[src/rtl/uart_tx8_if.sv]
// uart_tx8_if: byte-in / serial-out bundle for the uart_tx8 transmitter.
//   txEn     transmitter enable (master -> slave)
//   txStart  byte-valid strobe, accepted when txStart & txReady & txEn
//   txIn     byte to send, sampled on the accept edge
//   txReady  holding register empty (slave -> master)
//   txOut    serial line, idles high
//   txBusy   frame in progress
//   txDone   one-cycle pulse at frame completion
interface uart_tx8_if;
    logic       txEn;
    logic       txStart;
    logic [7:0] txIn;
    logic       txReady;
    logic       txOut;
    logic       txBusy;
    logic       txDone;

    modport master (
        output txEn, txStart, txIn,
        input  txReady, txOut, txBusy, txDone
    );

    modport slave (
        input  txEn, txStart, txIn,
        output txReady, txOut, txBusy, txDone
    );
endinterface

[src/rtl/uart_tx8.sv]
// uart_tx8: 8N1 UART transmitter (start bit, 8 data bits LSB first, 1 or 2 stop bits).
// A one-byte holding register lets the next byte be queued while a frame is on the line,
// so consecutive frames go out with no idle gap. All outputs come straight from registers.
// Ports:
//   clk   system clock, rising edge
//   rstN  asynchronous active-low reset
//   bus   uart_tx8_if.slave: txEn, txStart, txIn in; txReady, txOut, txBusy, txDone out
module uart_tx8 #(
    parameter int unsigned CLOCK_RATE = 12000000,
    parameter int unsigned BAUD_RATE  = 9600,
    parameter int unsigned STOP_BITS  = 1
) (
    input logic       clk,
    input logic       rstN,
    uart_tx8_if.slave bus
);

    localparam int unsigned CLKS_PER_BIT = CLOCK_RATE / BAUD_RATE;
    localparam int unsigned CntW         = (CLKS_PER_BIT > 1) ? $clog2(CLKS_PER_BIT) : 1;
    localparam logic [CntW-1:0] LastCnt  = CntW'(CLKS_PER_BIT - 1);
    localparam logic [CntW-1:0] CntOne   = CntW'(1);
    localparam logic [2:0]      LastStop = 3'(STOP_BITS - 1);

    if (CLKS_PER_BIT < 2) begin : gBadDivider
        $error("uart_tx8: CLOCK_RATE / BAUD_RATE must be at least 2");
    end
    if (STOP_BITS != 1 && STOP_BITS != 2) begin : gBadStopBits
        $error("uart_tx8: STOP_BITS must be 1 or 2");
    end

    typedef enum logic [1:0] {StIdle, StStart, StData, StStop} stateT;

    stateT           state;
    logic [CntW-1:0] divCnt;
    logic [2:0]      bitIdx;    // data bit index in StData, stop bit index in StStop
    logic [7:0]      shifter;
    logic [7:0]      holdReg;
    logic            holdFull;
    logic            lineQ;
    logic            busyQ;
    logic            doneQ;
    logic            accept;

    // Accept and load never coincide: accept needs holding empty, load needs it full.
    assign accept = bus.txStart & ~holdFull & bus.txEn;

    always_ff @(posedge clk or negedge rstN) begin
        if (!rstN) begin
            state    <= StIdle;
            divCnt   <= '0;
            bitIdx   <= '0;
            shifter  <= '0;
            holdReg  <= '0;
            holdFull <= 1'b0;
            lineQ    <= 1'b1;
            busyQ    <= 1'b0;
            doneQ    <= 1'b0;
        end else begin
            doneQ <= 1'b0;
            case (state)
                StIdle: begin
                    lineQ <= 1'b1;
                    busyQ <= 1'b0;
                    if (holdFull && bus.txEn) begin
                        shifter  <= holdReg;
                        holdFull <= 1'b0;
                        divCnt   <= '0;
                        lineQ    <= 1'b0;
                        busyQ    <= 1'b1;
                        state    <= StStart;
                    end
                end
                StStart: begin
                    if (divCnt == LastCnt) begin
                        divCnt <= '0;
                        bitIdx <= '0;
                        lineQ  <= shifter[0];
                        state  <= StData;
                    end else begin
                        divCnt <= divCnt + CntOne;
                    end
                end
                StData: begin
                    if (divCnt == LastCnt) begin
                        divCnt <= '0;
                        if (bitIdx == 3'd7) begin
                            bitIdx <= '0;
                            lineQ  <= 1'b1;
                            state  <= StStop;
                        end else begin
                            bitIdx <= bitIdx + 3'd1;
                            lineQ  <= shifter[bitIdx + 3'd1];
                        end
                    end else begin
                        divCnt <= divCnt + CntOne;
                    end
                end
                StStop: begin
                    if (divCnt == LastCnt) begin
                        divCnt <= '0;
                        if (bitIdx == LastStop) begin
                            bitIdx <= '0;
                            doneQ  <= 1'b1;
                            // Chain straight into the next start bit when a byte is waiting.
                            if (holdFull && bus.txEn) begin
                                shifter  <= holdReg;
                                holdFull <= 1'b0;
                                lineQ    <= 1'b0;
                                state    <= StStart;
                            end else begin
                                busyQ <= 1'b0;
                                state <= StIdle;
                            end
                        end else begin
                            bitIdx <= bitIdx + 3'd1;
                        end
                    end else begin
                        divCnt <= divCnt + CntOne;
                    end
                end
            endcase

            if (accept) begin
                holdReg  <= bus.txIn;
                holdFull <= 1'b1;
            end
        end
    end

    assign bus.txReady = ~holdFull;
    assign bus.txOut   = lineQ;
    assign bus.txBusy  = busyQ;
    assign bus.txDone  = doneQ;

endmodule

[src/flat_wrapper.sv]
// flat-port wrapper written by rule: the top's interface ports become plain ports
module uart_tx8_flat 
#(
    parameter int unsigned CLOCK_RATE = 12000000,
    parameter int unsigned BAUD_RATE  = 9600,
    parameter int unsigned STOP_BITS  = 1
)
  (clk, rstN, bus_txEn, bus_txStart, bus_txIn, bus_txReady, bus_txOut, bus_txBusy, bus_txDone);
  uart_tx8_if bus_i ();
  input logic clk;
  input logic rstN;
  input wire logic [$bits(bus_i.txEn)-1:0] bus_txEn;
  input wire logic [$bits(bus_i.txStart)-1:0] bus_txStart;
  input wire logic [$bits(bus_i.txIn)-1:0] bus_txIn;
  output wire logic [$bits(bus_i.txReady)-1:0] bus_txReady;
  output wire logic [$bits(bus_i.txOut)-1:0] bus_txOut;
  output wire logic [$bits(bus_i.txBusy)-1:0] bus_txBusy;
  output wire logic [$bits(bus_i.txDone)-1:0] bus_txDone;
  assign bus_i.txEn = bus_txEn;
  assign bus_i.txStart = bus_txStart;
  assign bus_i.txIn = bus_txIn;
  assign bus_txReady = bus_i.txReady;
  assign bus_txOut = bus_i.txOut;
  assign bus_txBusy = bus_i.txBusy;
  assign bus_txDone = bus_i.txDone;
  uart_tx8 #(.CLOCK_RATE(CLOCK_RATE), .BAUD_RATE(BAUD_RATE), .STOP_BITS(STOP_BITS)) u_core (.clk(clk), .rstN(rstN), .bus(bus_i));
endmodule
[config.mk]
export PLATFORM = sky130hd
export DESIGN_NAME = uart_tx8_flat
export DESIGN_NICKNAME = d
export VERILOG_FILES = /design/src/rtl/uart_tx8_if.sv /design/src/rtl/uart_tx8.sv /design/src/flat_wrapper.sv
export SDC_FILE = /design/constraint.sdc
export NUM_CORES = 1
export LEC_CHECK = 0
export ABC_AREA = 1
export CAP_MARGIN = 10
export CORE_MARGIN = 3
export CORE_UTILIZATION = 28
export DETAILED_ROUTE_END_ITERATION = 10
export DONT_BUFFER_PORTS = 1
export PLACE_DENSITY_LB_ADDON = 0.2
export SLEW_MARGIN = 20
export SYNTH_ARGS = -nofsm -noshare
export SYNTH_HDL_FRONTEND = slang
export SYNTH_SLANG_ARGS = --single-unit
[constraint.sdc]
create_clock -name clk -period 2.7 [get_ports clk]
set_clock_uncertainty 0.2 [all_clocks]
set_input_delay 0.27 -clock clk [delete_from_list [all_inputs] [get_ports clk]]
set_output_delay 0.27 -clock clk [all_outputs]
set_load 0.01 [all_outputs]
==> out/results.txt <==
maximum clock rate - 490 MHz
worst slew pin tran - 490 ps
root buf cell - clkbuf_8
std cell rows - 29
CP dominant cell by count - nand2_1
ratio of total power to cell area - 1050 mW/mm^2
Setup crit end kind - flip-flop
NumNets Final - 274
DR vias/cell - 4.45
post-DP HPWL - 2820 um
post-synth cell types - 30
Critical Path AT - 2010 ps
flop-to-flop setup slack - 660 ps
Synth top area share - 0.445
total negative slack - 0 ps
MaxCap Viol Count - 0
Worst-Skew Late Latency - 280 ps
warnings from Yosys - 0
DR pass1 iterations - 4
ys async rst share - 1.00
Mapped Nets - 259
critical path startpoint - u_core.state[0]
Die H - 89.8 um
gpl congestion - 0.783
Final setup violation count - 0
final slew viol count - 0
ratio of cells with drive above 1 in the final layout - 0.115
vias in the first global route - 1560
Post-Syn Area - 0.00197 mm^2
GRT Util Overall - 0.109
largest net degree at the start of global routing - 37
Max Root-Sink Buffers - 2
Reg-to-Reg End - u_core.bitIdx[0]
I/O pin count - 16
CTS Buf Count - 5
final hold vios - 0
storage element area - 902 um^2
Tmin final - 2040 ps
GR Overflow Total - 0
slowest stage delay, CP - 400 ps
overall via count from detail_route - 1538
Remaining DRCs - 0
die area - 0.00807 mm^2
Synth Register Bits - 36
most frequent cell after synthesis - nand2_1
RR Startpoint - u_core.state[0]
R2R cell count - 7
Static Leak - 1.05 nW
Port-buffer cells - 0
Worst Hold Path Cells - 4
Total Power - 2.38 mW
Worst Hold Class - in -> reg
Setup CP Type - reg -> reg
clk sinks - 36
worst hold slack - 16.8 ps
core area - 0.00657 mm^2
worst path cell trace - inv_1 -> ha_1 -> or2_2 -> o21ai_0 -> nand2_1 -> nand2_1 -> o21ai_1
H-tree depth - 2
synth top area cells - dfrtp_1 (45%), nand2_1 (10%), ha_1 (6.4%)
CP Data Required Time - 2670 ps
drt initial violations - 88
Peak VDD IR - 0.437 mV
Reg clk slew, reported paths - 70 ps
footprint of the multi-input gates - 916 um^2
post-route cell area - 0.00226 mm^2
post-synthesis sequential area ratio - 0.458
number of flops mapped to enable cells by yosys - 0
ant diodes - 0
Avg Cell Area, Syn - 8.30 um^2
Routed WL per cell - 11.4 um
setup repair bufs after CTS - 0
final WL - 3950 um
top post-synthesis cells by count - nand2_1 (55), dfrtp_1 (35), inv_1 (33)
Die Span X - 89.8 um
Layout Area Growth over Synthesis - 14.9%
initial antenna violation count - 0
Slew headroom - 0.673
cell count after synthesis - 237
Hold Startpoint - bus_txStart
outcome - finished, final reports clean
Slowest cell on crit path - dfrtp_1
fin util - 0.344
Layout fillers - 700
setup repair after global routing missed its margin - false
antenna viol nets, final - 0
PostCTS Resize Cnt - 0
placed cell areas - 0.00207 mm^2
initial core utilization - 0.300
critical path fanouts, max - 6
Worst setup SP type - flip-flop
first-pass GRT wire length - 7220 um
period utilization - 0.756
ys flop type - dfrtp_1
cell taking the most area after synthesis - dfrtp_1
hold_buf cts - 10
CTS tree - yes
## critical path: cells and delay by family (launching register included)
family | cells | cell delay (ps)
flip-flops | 1 | 400
AND/OR/NAND/NOR | 3 | 610
adder cells (fa/ha/maj) | 1 | 270
buffers and inverters | 1 | 120
AO/OA/AOI/OAI | 2 | 330
## power breakdown
part / switching [mW] / internal, mW
Clock: 0.188 / 0.181
Combinational: 0.678 / 0.380
Sequential: 0.168 / 0.779
## cells in the final DEF (no fill, tap or decap)
cell | synthesis | final
nor2_2 | 1 | 1
nand2_1 | 55 | 55
clkinv_2 | 0 | 1
o21ai_1 | 3 | 3
nand4_4 | 1 | 1
nand3_4 | 1 | 1
o21bai_1 | 1 | 1
buf_12 | 0 | 1
dlygate4sd3_1 | 0 | 9
or2_2 | 1 | 1
nor2_1 | 14 | 14
dfrtp_1 | 35 | 35
nor3_1 | 6 | 6
a21oi_1 | 13 | 13
clkbuf_1 | 1 | 2
nor2_4 | 1 | 1
o22ai_1 | 5 | 5
nand3b_1 | 1 | 1
xor2_1 | 2 | 2
o21ai_0 | 17 | 17
o21ai_2 | 9 | 9
inv_2 | 3 | 3
xnor2_1 | 1 | 1
ha_1 | 10 | 10
nand2_2 | 2 | 2
dfstp_2 | 1 | 1
nand2_4 | 1 | 1
clkbuf_8 | 0 | 5
nand3_1 | 14 | 14
nand4_1 | 2 | 2
a21oi_2 | 1 | 1
inv_1 | 33 | 33
a211oi_1 | 1 | 1
## routing by layer
metal  vias to the layer above  track usage  part of all wire
met4                         0       0.0383             0.012
met5                         -            0                 0
li1                        801            -                 -
met1                       716        0.148              0.51
met2                        17        0.170              0.45
met3                         4       0.0250             0.031
## per-stage QoR
stage               instances  setup WS, ps
finish                    346           659
global route              346           468
CTS                       346           658
detailed placement        328           682
global placement          328           663
floorplan                 237           938
## final cells by class
class | instances | share of cell area
Clock buffer | 7 | 0.0338
Clock inverter | 1 | 0.00221
Inverter | 36 | 0.0598
Multi-Input combinational cell | 163 | 0.405
Sequential cell | 36 | 0.399
Tap cell | 93 | 0.0515
Timing Repair Buffer | 10 | 0.0487
## worst max-delay path by stage
stage / to / depth (start not counted)
after floorplan: u_core.bitIdx[2] / 7
after global placement: u_core.bitIdx[0] / 7
after detailed placement: u_core.bitIdx[2] / 7
after CTS: u_core.bitIdx[0] / 7
after global routing: u_core.bitIdx[2] / 7
final: u_core.bitIdx[0] / 7
## state kept, by name, summed over array words and instances, names as in the netlist, named ones only
name,flops
u_core.holdReg,8
u_core.bus.txDone,1
u_core.divCnt,11
u_core.bus.txBusy,1
u_core.state,2
u_core.bus.txOut,1
u_core.shifter,8
u_core.bitIdx,3
## logic make-up after synthesis
logic type / Yosys count / synth area share
and+or+nand+nor: 100 / 0.236
AOI/OAI and AO/OA: 50 / 0.152
buffers and inverters: 38 / 0.0763
DFF: 36 / 0.458
adders and majority gates: 10 / 0.0636
xor gates and xnor gates: 3 / 0.0134
(Power assumes the default switching activity.)
